$ cat src/rtl/mem_bus_if_pkg.sv
// Shared CPU/bus definitions for the memory bus interface: FSM states,
// strobe polarities, access direction and scratchpad address decode.
package mem_bus_if_pkg;

  typedef enum logic [1:0] {
    ST_IDLE,
    ST_REQ,
    ST_ACCESS,
    ST_STALL
  } bus_state_t;

  localparam logic READ     = 1'b1;
  localparam logic WRITE    = 1'b0;
  localparam logic ENABLE_  = 1'b0;
  localparam logic DISABLE_ = 1'b1;

  localparam int unsigned SPM_TAG_MSB  = 29;
  localparam int unsigned SPM_TAG_LSB  = 27;
  localparam logic [2:0]  SPM_ADDR_TAG = 3'b011;

  function automatic logic spm_hit(input logic [29:0] a);
    return a[SPM_TAG_MSB:SPM_TAG_LSB] == SPM_ADDR_TAG;
  endfunction

endpackage

$ cat src/rtl/mem_bus_if_if.sv
// Shared-bus master port bundle; strobes, request, grant and ready are active-low.
interface mem_bus_if_if;
  logic [31:0] bus_rd_data;
  logic        bus_rdy_;
  logic        bus_grnt_;
  logic        bus_req_;
  logic [29:0] bus_addr;
  logic        bus_as_;
  logic        bus_rw;
  logic [31:0] bus_wr_data;

  modport master (
    input  bus_rd_data, bus_rdy_, bus_grnt_,
    output bus_req_, bus_addr, bus_as_, bus_rw, bus_wr_data
  );

  modport slave (
    output bus_rd_data, bus_rdy_, bus_grnt_,
    input  bus_req_, bus_addr, bus_as_, bus_rw, bus_wr_data
  );
endinterface

$ cat src/rtl/mem_bus_if.sv
// Memory-stage bus interface: zero-latency scratchpad path plus a shared-bus
// master with request/grant handshake, access timeout and stall hold buffer.
module mem_bus_if
  import mem_bus_if_pkg::*;
#(
  parameter int unsigned TIMEOUT = 255
) (
  input  logic        clk,
  input  logic        reset,
  input  logic        stall,
  input  logic        flush,
  output logic        busy,
  input  logic [29:0] addr,
  input  logic        as_,
  input  logic        rw,
  input  logic [31:0] wr_data,
  output logic [31:0] rd_data,
  input  logic [31:0] spm_rd_data,
  output logic [29:0] spm_addr,
  output logic        spm_as_,
  output logic        spm_rw,
  output logic [31:0] spm_wr_data,
  mem_bus_if_if.master bus,
  output logic        bus_err
);

  localparam logic [7:0] TIMEOUT_CNT = 8'(TIMEOUT);

  bus_state_t  state, state_nx;
  logic [7:0]  cnt;
  logic [31:0] rd_buf;
  logic        start;
  logic        xfer_end;
  logic [31:0] end_data;

  assign spm_addr    = addr;
  assign spm_rw      = rw;
  assign spm_wr_data = wr_data;

  always_comb begin
    state_nx = state;
    busy     = 1'b0;
    rd_data  = '0;
    spm_as_  = DISABLE_;
    bus_err  = 1'b0;
    start    = 1'b0;
    xfer_end = 1'b0;
    end_data = '0;
    case (state)
      ST_IDLE: begin
        if (!flush && as_ == ENABLE_) begin
          if (spm_hit(addr)) begin
            spm_as_ = ENABLE_;
            rd_data = spm_rd_data;
          end else begin
            busy     = 1'b1;
            start    = 1'b1;
            state_nx = ST_REQ;
          end
        end
      end
      ST_REQ: begin
        busy = 1'b1;
        if (bus.bus_grnt_ == ENABLE_) state_nx = ST_ACCESS;
      end
      ST_ACCESS: begin
        // Ready takes priority over a timeout landing in the same cycle.
        if (bus.bus_rdy_ == ENABLE_) begin
          xfer_end = 1'b1;
          end_data = (bus.bus_rw == READ) ? bus.bus_rd_data : '0;
          rd_data  = end_data;
          state_nx = stall ? ST_STALL : ST_IDLE;
        end else if (cnt == TIMEOUT_CNT) begin
          xfer_end = 1'b1;
          bus_err  = 1'b1;
          state_nx = stall ? ST_STALL : ST_IDLE;
        end else begin
          busy = 1'b1;
        end
      end
      ST_STALL: begin
        rd_data = rd_buf;
        if (!stall) state_nx = ST_IDLE;
      end
      default: state_nx = ST_IDLE;
    endcase
  end

  always_ff @(posedge clk) begin
    if (reset) begin
      state           <= ST_IDLE;
      bus.bus_req_    <= DISABLE_;
      bus.bus_as_     <= DISABLE_;
      bus.bus_rw      <= READ;
      bus.bus_addr    <= '0;
      bus.bus_wr_data <= '0;
      rd_buf          <= '0;
      cnt             <= '0;
    end else begin
      state <= state_nx;
      if (start) begin
        bus.bus_req_    <= ENABLE_;
        bus.bus_addr    <= addr;
        bus.bus_rw      <= rw;
        bus.bus_wr_data <= wr_data;
      end
      if (xfer_end) begin
        bus.bus_req_ <= DISABLE_;
        rd_buf       <= end_data;
      end
      // Address strobe is a single-cycle pulse in the first ACCESS cycle.
      bus.bus_as_ <= (state == ST_REQ && bus.bus_grnt_ == ENABLE_) ? ENABLE_ : DISABLE_;
      if (state == ST_REQ) begin
        cnt <= '0;
      end else if (state == ST_ACCESS && bus.bus_rdy_ != ENABLE_) begin
        cnt <= cnt + 8'd1;
      end
    end
  end

endmodule

$ cat src/flat_wrapper.sv
// flat-port wrapper written by rule: the top's interface ports become plain ports
module mem_bus_if_flat import mem_bus_if_pkg::*;
#(
  parameter int unsigned TIMEOUT = 255
)
  (clk, reset, stall, flush, busy, addr, as_, rw, wr_data, rd_data, spm_rd_data, spm_addr, spm_as_, spm_rw, spm_wr_data, bus_err, bus_bus_rd_data, bus_bus_rdy_, bus_bus_grnt_, bus_bus_req_, bus_bus_addr, bus_bus_as_, bus_bus_rw, bus_bus_wr_data);
  mem_bus_if_if bus_i ();
  input  logic clk;
  input  logic reset;
  input  logic stall;
  input  logic flush;
  output logic busy;
  input  logic [29:0] addr;
  input  logic as_;
  input  logic rw;
  input  logic [31:0] wr_data;
  output logic [31:0] rd_data;
  input  logic [31:0] spm_rd_data;
  output logic [29:0] spm_addr;
  output logic spm_as_;
  output logic spm_rw;
  output logic [31:0] spm_wr_data;
  output logic bus_err;
  input wire logic [$bits(bus_i.bus_rd_data)-1:0] bus_bus_rd_data;
  input wire logic [$bits(bus_i.bus_rdy_)-1:0] bus_bus_rdy_;
  input wire logic [$bits(bus_i.bus_grnt_)-1:0] bus_bus_grnt_;
  output wire logic [$bits(bus_i.bus_req_)-1:0] bus_bus_req_;
  output wire logic [$bits(bus_i.bus_addr)-1:0] bus_bus_addr;
  output wire logic [$bits(bus_i.bus_as_)-1:0] bus_bus_as_;
  output wire logic [$bits(bus_i.bus_rw)-1:0] bus_bus_rw;
  output wire logic [$bits(bus_i.bus_wr_data)-1:0] bus_bus_wr_data;
  assign bus_i.bus_rd_data = bus_bus_rd_data;
  assign bus_i.bus_rdy_ = bus_bus_rdy_;
  assign bus_i.bus_grnt_ = bus_bus_grnt_;
  assign bus_bus_req_ = bus_i.bus_req_;
  assign bus_bus_addr = bus_i.bus_addr;
  assign bus_bus_as_ = bus_i.bus_as_;
  assign bus_bus_rw = bus_i.bus_rw;
  assign bus_bus_wr_data = bus_i.bus_wr_data;
  mem_bus_if #(.TIMEOUT(TIMEOUT)) u_core (.clk(clk), .reset(reset), .stall(stall), .flush(flush), .busy(busy), .addr(addr), .as_(as_), .rw(rw), .wr_data(wr_data), .rd_data(rd_data), .spm_rd_data(spm_rd_data), .spm_addr(spm_addr), .spm_as_(spm_as_), .spm_rw(spm_rw), .spm_wr_data(spm_wr_data), .bus(bus_i), .bus_err(bus_err));
endmodule
$ cat config.mk
export PLATFORM = sky130hd
export DESIGN_NAME = mem_bus_if_flat
export DESIGN_NICKNAME = d
export VERILOG_FILES = /design/src/rtl/mem_bus_if_pkg.sv /design/src/rtl/mem_bus_if_if.sv /design/src/rtl/mem_bus_if.sv /design/src/flat_wrapper.sv
export SDC_FILE = /design/constraint.sdc
export NUM_CORES = 1
export LEC_CHECK = 0
export CAP_MARGIN = 20
export CORE_ASPECT_RATIO = 1.2
export CORE_MARGIN = 8
export CORE_UTILIZATION = 36
export DETAILED_ROUTE_END_ITERATION = 16
export HOLD_SLACK_MARGIN = 0.1
export PLACE_DENSITY = 0.81
export RECOVER_POWER = 50
export SKIP_CTS_REPAIR_TIMING = 1
export SLEW_MARGIN = 5
export SYNTH_ARGS = -nofsm -noshare
export SYNTH_HDL_FRONTEND = slang
export SYNTH_SLANG_ARGS = --single-unit
$ cat constraint.sdc
create_clock -name clk -period 2.7 [get_ports clk]
set_clock_uncertainty 0.1 [all_clocks]
set_input_delay 0.81 -clock clk [delete_from_list [all_inputs] [get_ports clk]]
set_output_delay 0.81 -clock clk [all_outputs]
set_load 0.01 [all_outputs]
# Yosys cells after proc, flatten, opt, wreduce, memory -nomap -nowiden
# Cells that the tools add are included.
[totals]
regBits = 107
elab_cells = 57
input_bits = 134
out_inout_bits = 163
[classes]
n_eq_ne = 10
bitwise = 2
addsub = 1
n_mux = 28
reduce_logical = 8
[ops]
columns = ["operator", "count"]
rows = [
  ["2-to-1 mux 32 bit", 5],
  ["case mux 32 bit (3 select lines)", 1],
  ["2-to-1 mux 2 bit", 7],
  ["2-to-1 mux 1 bit", 13],
  ["adder 8 x 1 -> 8 bit, second input constant", 1],
  ["== test 8 bit, second input constant", 1],
  ["case mux 2 bit (4 select lines)", 1],
  ["!= test 2 bit, second input constant", 3],
  ["AND reduction 5 bit", 1],
  ["== test 2 bit, second input constant", 2],
  ["OR reduction 2 bit", 2],
  ["== test 3 x 2 -> 1 bit, second input constant", 1],
  ["logical AND 1 bit", 3],
  ["!= test 3 x 2 -> 1 bit, second input constant", 1],
  ["case mux 1 bit (3 select lines)", 1],
  ["== test 2 x 1 -> 1 bit, second input constant", 1],
  ["logical NOT 2 bit", 1],
  ["!= test 2 x 1 -> 1 bit, second input constant", 1],
  ["inverter 1 bit", 2],
  ["logical NOT 1 bit", 1],
]

# Longest topological paths before layout
# Gate-level depths: netlist of the first run.
[logic_depth]
ltp_word = 5
mapped_depth = 6
ltp_nobuf = 4

# Worst setup path after synthesis of the first run
# OpenSTA, ideal clock, no wires.
[synth_path]
kind = "input -> output"
from = "input port bus_bus_rdy_"
to = "output port rd_data[23]"
path_buffers = 3
required_time_ps = 1790
arrival_time_ps = 1900
path_stages = 6
path_slack_ps = -110
cell_sequence = "buf_2 -> and4bb_2 -> buf_2 -> buf_2 -> nand2_1 -> a31oi_1"
[synth_via]
elab_chain_len = 2
[synth_lines]
columns = ["element", "line_no", "source"]
rows = [
  ["start: declaration", "flat_wrapper.sv:25", "input wire logic [$bits(bus_i.bus_rdy_)-1:0] bus_bus_rdy_;"],
  ["2-to-1 mux 32 bit", "mem_bus_if.sv:68", "if (bus.bus_rdy_ == ENABLE_) begin"],
  ["case mux 32 bit (3 select lines)", "mem_bus_if.sv:49", "case (state)"],
  ["end: declaration", "flat_wrapper.sv:17", "output logic [31:0] rd_data;"],
]
# Every way passes these cells.

# Final worst setup path of the first run
[layout_path]
from = "input port flush"
to = "output port rd_data[17]"
[layout_via]
elab_chain_len = 4
[layout_lines]
columns = ["element", "line_no", "source"]
rows = [
  ["start: declaration", "flat_wrapper.sv:11", "input logic flush;"],
  ["logical NOT 1 bit", "mem_bus_if.sv:51", "if (!flush && as_ == ENABLE_) begin"],
  ["logical AND 1 bit", "mem_bus_if.sv:51", ""],
  ["2-to-1 mux 32 bit", "mem_bus_if.sv:51", ""],
  ["case mux 32 bit (3 select lines)", "mem_bus_if.sv:49", ""],
]
# Every way passes these cells.

==> results of run 1 <==
-- routing by layer --
layer	routed length, um	GRT usage, %	vias up
met4	592	8.10	2
met1	9160	24.5	3066
li1	-	-	2998
met5	11	0	-
met2	12000	37.5	240
met3	1270	4.25	37
-- cell families after synthesis --
group	share of synthesized area [%]
flip-flops	39.5
AO/OA/AOI/OAI	30.3
multiplexers	0.185
XOR/XNOR	0.323
AND/OR/NAND/NOR	14.8
buffers and inverters	14.7
adder cells (fa/ha/maj)	0.231
-- worst min-delay path: cells and delay by family, from the launching register on --
family             cells  cell delay (ns)
DFF                    1             0.31
AOI/OAI and AO/OA      2             0.12
-- state kept, by name (all words and copies together), names as in the netlist --
name / flops
u_core.state: 2
u_core.rd_buf: 32
u_core.bus.bus_as_: 1
u_core.bus.bus_addr: 30
u_core.cnt: 8
u_core.bus.bus_wr_data: 32
u_core.bus.bus_req_: 1
u_core.bus.bus_rw: 1
-- synth_stat cells, types with 2 or more instances --
library cell	instances	area, um^2
dfxtp_1	107	2140
a21oi_1	96	480
nand3_1	73	365
o21ai_0	66	330
buf_4	63	473
clkbuf_1	52	195
o211ai_1	32	240
a221o_1	30	300
and3_1	30	188
a22oi_1	29	218
nand2_1	18	67.6
buf_2	15	75.1
a31oi_1	7	43.8
buf_6	4	45.0
or3_1	4	25.0
inv_1	3	11.3
nand2b_1	2	12.5
nand4_1	2	12.5
nor2_1	2	7.51
nor2b_1	2	12.5
xor2_1	2	17.5
-- layout make-up --
type                    instances  area share, %
flip-flops and latches        107           22.8
repair buffers                429           43.5
clock inverters                 5          0.881
inverters                       3          0.120
well taps                     204           2.72
clock buffers                  11           2.70
multi-input cells             412           27.2
-- final timing paths --
path,startpoint,endpoint,cells past startpoint
max reg2reg,u_core.state[0],u_core.rd_buf[31],6
min reg2reg,u_core.bus.bus_wr_data[28],u_core.bus.bus_wr_data[28],2
min,u_core.bus.bus_wr_data[28],u_core.bus.bus_wr_data[28],2
max,flush,rd_data[17],9
-- per-stage QoR --
stage	std cells	instance area [um^2]
after floorplan	656	5450
after global placement	1142	8820
after detailed placement	1142	8820
after global routing	1171	9380
final	1171	9380
after CTS	1158	9160
-- power breakdown --
part           switching (mW)  internal, mW
Combinational           0.404         0.516
Clock                   0.606         0.870
Sequential             0.0364          1.64
==> results.env, run 1 <==
BUFFER_PORTS.INSERTED=296
YS_FF_LATCH=107
PATH_MAX_FANOUT=5
TRITONCTS_NUM_SINKS=107
DRIVE_GT1_SHARE_PCT=21.1
SETUP-VIOLATIONS-FINAL=34
ROUTED-VIA-COUNT=6343
POWER_mW=4.08
CRITICAL_PATH_ARRIVAL_NS=2.30
POSTSYNTHNETCOUNT=791
YOSYSWARNINGS=0
ANTENNA_VIOLATING_NETS_REMAINING=0
NUMCTSBUFFERS=9
REGISTER_AREA_UM2=2140
FLIP_FLOP_CELL_WITH_THE_HIGHEST_COUNT_AFTER_SYNTHESIS='dfxtp_1'
STATUS='finished, violations left'
SYNTH_CELLS=656
CRITICAL_PATH.MOST_COMMON_CELL='buf_12'
CRITPATHKIND='in2out'
ROUTEDWLPERCELL_UM=19.7
NUM-NETS-FINAL=1097
FF2FF_SETUP_SLACK_NS=0.09
HOLD_PATH_CLASS='reg2reg'
SYNTH_SEQ_AREA_SHARE_PCT=39.5
CORE_AR_UM2=14900
POWER_DENSITY_nW_PER_UM2=435
CTSLONGESTPATHBUFFERS=2
FINAL.MIN_CLOCK_PERIOD_NS=3.21
PEAKVDDDROP_V=0.000307
POWER_LEAKAGE_nW=4.15
DPL.HPWL_UM=15900
FINAL_UTIL_PCT=62.9
SETUP_TOTAL_NEGATIVE_SLACK_NS=-13.28
WORST_PIN_SLEW_NS=1.07
WIRE_LENGTH_OF_THE_FIRST_GLOBAL_ROUTING_PASS_UM=32800
HOLDWS_NS=0.374
CRIT_BUF_INV=6
FLOORPLAN.DIE.WIDTH_UM=128
DRT_ITER0_DRC=502
CLK-INSERTION-DELAY-LATE_NS=0.34
LARGEST_NET_DEGREE_AT_THE_START_OF_GLOBAL_ROUTING=65
HOLD_VIOLATIONS=0
ROUTABILITYCONGESTION=0.811
YS_ASYNC_RST_SHARE_PCT=0
WORST_PATH_MAX_DELAY_CELL='or4_4'
SYNTH_ENABLE_FLOP_CELLS=0
MOST_COMMON_CELL_AFTER_LAYOUT_FILL_AND_TAPS_ASIDE='clkdlybuf4s50_1'
FMAX_GHz=0.311
CRITICAL_PATH_DATA_REQUIRED_TIME_NS=1.79
MULTI_INPUT_COMB_AREA_UM2=2550
GRT_SETUP_UNREPAIRED='yes'
VIOLATIONS='negative setup slack'
CTS_TREE='done'
LAYOUT_COMMON_CELLS='194 x clkdlybuf4s50_1, 116 x buf_4, 107 x dfxtp_1, 96 x a21oi_1, 69 x nand3_1'
NFILLCELLS=1196
SYN_TO_FINAL_GROWTH_PCT=72.8
CAP_VIOLATIONS=0
SYNTH_CELL_TYPES=38
DIE_H_UM=150
CP_TOP_FAMILY='simple AND/OR/NAND/NOR gates'
INITIAL_CORE_UTIL_PCT=36.4
SYNTHESIS.AREA_UM2=5430
WORST_SETUP_PATH_END_KIND='output port'
DETAIL_ROUTE.VIAS_PER_CELL=5.42
DETAILEDROUTE.FIRSTPASSITERATIONCOUNT=5
ANTENNA_CELLS=0
DRC=0
GRT_ANTENNA_BEFORE_REPAIR=1
DP_WORST_SETUP_SLACK_NS=-1.10
GLOBALROUTEOVERFLOWTOTAL=0
CTS_H_TREE_LVLS=3
ROUTE.FINAL.WIRE_LENGTH_UM=23000
IOS=297
NUMBER_OF_GLOBAL_ROUTE_VIAS_BEFORE_REPAIR=6150
CTS.CLK_SLEW.WORST_PATHS_NS=0.07
TIMING_MAX_TRANSITION_VIOLATIONS_FINAL=0
GRT_USE_TOTAL_PCT=21.1
FINAL_MIN_PERIOD_OVER_CLOCK_PERIOD_PCT=119
DIE-AREA_UM2=19300
MAX_SLEW_HEADROOM_PCT=28.6
SLOWEST_DELAY_NS=0.53
SYNTH.AVG_CELL_AREA_UM2=8.27
CRITICAL_PATH.STARTPOINT_TYPE='input port'
TIMING.FINAL.WS_SETUP_NS=-0.512
CRIT_CHAIN='buf_6 > or4_4 > nor2_4 > buf_12 > clkbuf_16 > buf_8 > buf_12 > a221o_1 > buf_2'
CTS_ROOT_BUF='clkbuf_16'
CORE.ROWCOUNT=49
No activity file was read; power rests on OpenSTA's default activity.
==> run 2: changes to the inputs <==
- CTS_CLUSTER_DIAMETER: unset -> 150
- SETUP_SLACK_MARGIN: unset -> 0.4
==> run 2 against run 1 <==
The flow still finishes with violations (negative setup slack). Cell count shrank 0.68%. Worst hold slack lost 0.0018 ns. Global-route usage is 0.65 points lower. Sequential power about the same. Count of clock-buffer cells in the layout stayed put. Wire length decreased by 5.1%. Non-clock buffer count fell by 10.
==> results.env, run 2 (synthesis gave the netlist of run 1 again) <==
STATUS='finished, violations left'
VIOLATIONS='negative setup slack'
NUM-NETS-FINAL=1087  # -0.91%
ROUTEDWLPERCELL_UM=18.8  # -4.4%
CLK-INSERTION-DELAY-LATE_NS=0.34  # about the same
LARGESTREGISTERS='u_core.bus.bus_wr_data (32), u_core.rd_buf (32), u_core.bus.bus_addr (30)'
CRITPATHKIND='in2out'
IOS=297  # unchanged
POWER_LEAKAGE_nW=3.96  # -4.6%
ROUTABILITYCONGESTION=0.811  # about the same
CRITICAL_PATH.STARTPOINT_TYPE='input port'
WORST_PIN_SLEW_NS=1.12  # +0.0488 ns
WORST_SETUP_PATH_END_KIND='output port'
SETUP-VIOLATIONS-FINAL=34  # unchanged
TIMING.FINAL.WS_SETUP_NS=-0.486  # +0.0262 ns
PATH_MAX_FANOUT=7  # +2
PEAKVDDDROP_V=0.000423  # +38%
CTS_TREE='done'
POWER_DENSITY_nW_PER_UM2=437  # +0.41%
FF2FF_SETUP_SLACK_NS=0.36  # +0.27 ns
CRITICAL_PATH_DATA_REQUIRED_TIME_NS=1.79  # about the same
CTS_H_TREE_LVLS=3  # unchanged
REG2REG_FROM='u_core.state[1]'
SYN_TO_FINAL_GROWTH_PCT=65.3
CORE_AR_UM2=14900  # unchanged
MAX_SLEW_HEADROOM_PCT=25.3  # -3.3 points
CTS_ROOT_BUF='clkbuf_16'
HOLD_VIOLATIONS=0  # unchanged
FMAX_GHz=0.314  # +0.82%
MOST_COMMON_CELL_AFTER_LAYOUT_FILL_AND_TAPS_ASIDE='clkdlybuf4s50_1'
TRITONCTS_NUM_SINKS=107  # unchanged
DRT_ITER0_DRC=424  # -16%
DRIVE_GT1_SHARE_PCT=20.3  # -0.82 points
HOLD_PATH_DEPTH=2  # unchanged
FINAL_UTIL_PCT=60.2  # -2.7 points
CTS.CLK_SLEW.WORST_PATHS_NS=0.07  # about the same
DIE-AREA_UM2=19300  # unchanged
NUMCTSBUFFERS=9  # unchanged
CRITICAL_PATH_ARRIVAL_NS=2.28  # -0.02 ns
TIMING_MAX_TRANSITION_VIOLATIONS_FINAL=0  # unchanged
LAYOUT_COMMON_CELLS='130 x clkdlybuf4s50_1, 106 x dfxtp_1, 96 x a21oi_1, 96 x buf_4, 69 x nand3_1'
FLOORPLAN.DIE.WIDTH_UM=128  # unchanged
BUFFER_PORTS.INSERTED=296  # unchanged
PLACED_INSTANCES=1126  # -1.4%
DETAIL_ROUTE.VIAS_PER_CELL=5.40  # -0.28%
ROUTE.FINAL.WIRE_LENGTH_UM=21900  # -5.1%
DIE_H_UM=150  # unchanged
INITIAL_CORE_UTIL_PCT=36.4  # unchanged
NUMBER_OF_GLOBAL_ROUTE_VIAS_BEFORE_REPAIR=6009  # -2.3%
CRITICAL_PATH.REG2REG.ENDPOINT='u_core.rd_buf[26]'
FINAL_MIN_PERIOD_OVER_CLOCK_PERIOD_PCT=118  # -0.97 points
CAP_VIOLATIONS=0  # unchanged
DPL.HPWL_UM=15100  # -5.1%
ROUTED-VIA-COUNT=6282  # -0.96%
CRIT_PATH_END='rd_data[22]'
CTSLONGESTPATHBUFFERS=2  # unchanged
DP_WORST_SETUP_SLACK_NS=-0.995  # +0.103 ns
GRT_ANTENNA_BEFORE_REPAIR=2  # +1
HOLD_PATH_CLASS='reg2reg'
LARGEST_NET_DEGREE_AT_THE_START_OF_GLOBAL_ROUTING=65  # unchanged
WIRE_LENGTH_OF_THE_FIRST_GLOBAL_ROUTING_PASS_UM=31700  # -3.4%
ANTENNA_VIOLATING_NETS_REMAINING=0  # unchanged
WORSTSETUPSTARTPOINT='addr[27]'
CORE.ROWCOUNT=49  # unchanged
FINAL.MIN_CLOCK_PERIOD_NS=3.19  # -0.0262 ns
DRC=0  # unchanged
LAYOUT.CELLS.NON_FILLER=1163  # -0.68%
GRT_USE_TOTAL_PCT=20.5  # -0.65 points
WORSTREGTOREGCELLS=6  # unchanged
GRT_SETUP_UNREPAIRED='yes'
GLOBALROUTEOVERFLOWTOTAL=0  # unchanged
DETAILEDROUTE.FIRSTPASSITERATIONCOUNT=5  # unchanged
==> run 2: worst max-delay path: stages <==
cell            delay (ns)
dlymetal6s2s_1        0.16
nand3b_1              0.27
nor2_4                0.06
buf_6                 0.13
buf_12                0.11
buf_8                 0.13
buf_6                 0.11
a221o_1               0.33
buf_2                 0.15
==> run 2: through the flow <==
step | setup TNS, ns | cell area, um^2 | power (mW) | hold slack (ns)
3_3_place_gp | -47.24 | 8730 | 2.61 | 0.359
4_1_cts | -38.19 | 9040 | 4.00 | 0.375
3_5_place_dp | -50.97 | 8730 | 2.62 | 0.366
6_report | -12.44 | 8970 | 3.92 | 0.373
2_1_floorplan | -2.19 | 5510 | 2.07 | 0.355
5_1_grt | -13.82 | 8970 | 4.07 | 0.393
==> run 2: worst min path at each step <==
stage                                from                    endpoint  slack [ns]
4_1_cts           u_core.bus.bus_addr[25]     u_core.bus.bus_addr[25]        0.37
3_5_place_dp   u_core.bus.bus_wr_data[31]  u_core.bus.bus_wr_data[31]        0.37
2_1_floorplan               u_core.cnt[7]               u_core.cnt[7]        0.36
6_report          u_core.bus.bus_addr[25]     u_core.bus.bus_addr[25]        0.37
3_3_place_gp      u_core.bus.bus_addr[18]     u_core.bus.bus_addr[18]        0.36
5_1_grt            u_core.bus.bus_addr[8]      u_core.bus.bus_addr[8]        0.39
==> run 2: power by group <==
part | switching [mW] | total [mW] | internal (mW) | leakage (nW)
logic | 0.400 | 0.853 | 0.453 | 2.94
registers | 0.0349 | 1.68 | 1.64 | 0.870
clock network | 0.610 | 1.38 | 0.774 | 0.152
==> run 2: routing by layer <==
layer / vias to the layer above / track usage, % / routed length, um / part of all wire (%)
met2: 271 / 35.2 / 11100 / 51
met1: 3000 / 22.4 / 8270 / 38
met5: - / 0 / 11 / 0.050
li1: 2978 / - / - / -
met3: 31 / 7.94 / 1990 / 9.1
met4: 2 / 7.74 / 456 / 2.1
==> run 2: layout make-up <==
type	count	area, um^2
fillers	1340	5930
repair buffers	419	3660
multi-input cells	412	2590
flip-flops and latches	107	2140
well taps	204	255
clock buffers	11	253
clock inverters	5	60.1
inverters	3	11.3
diodes	2	5.00
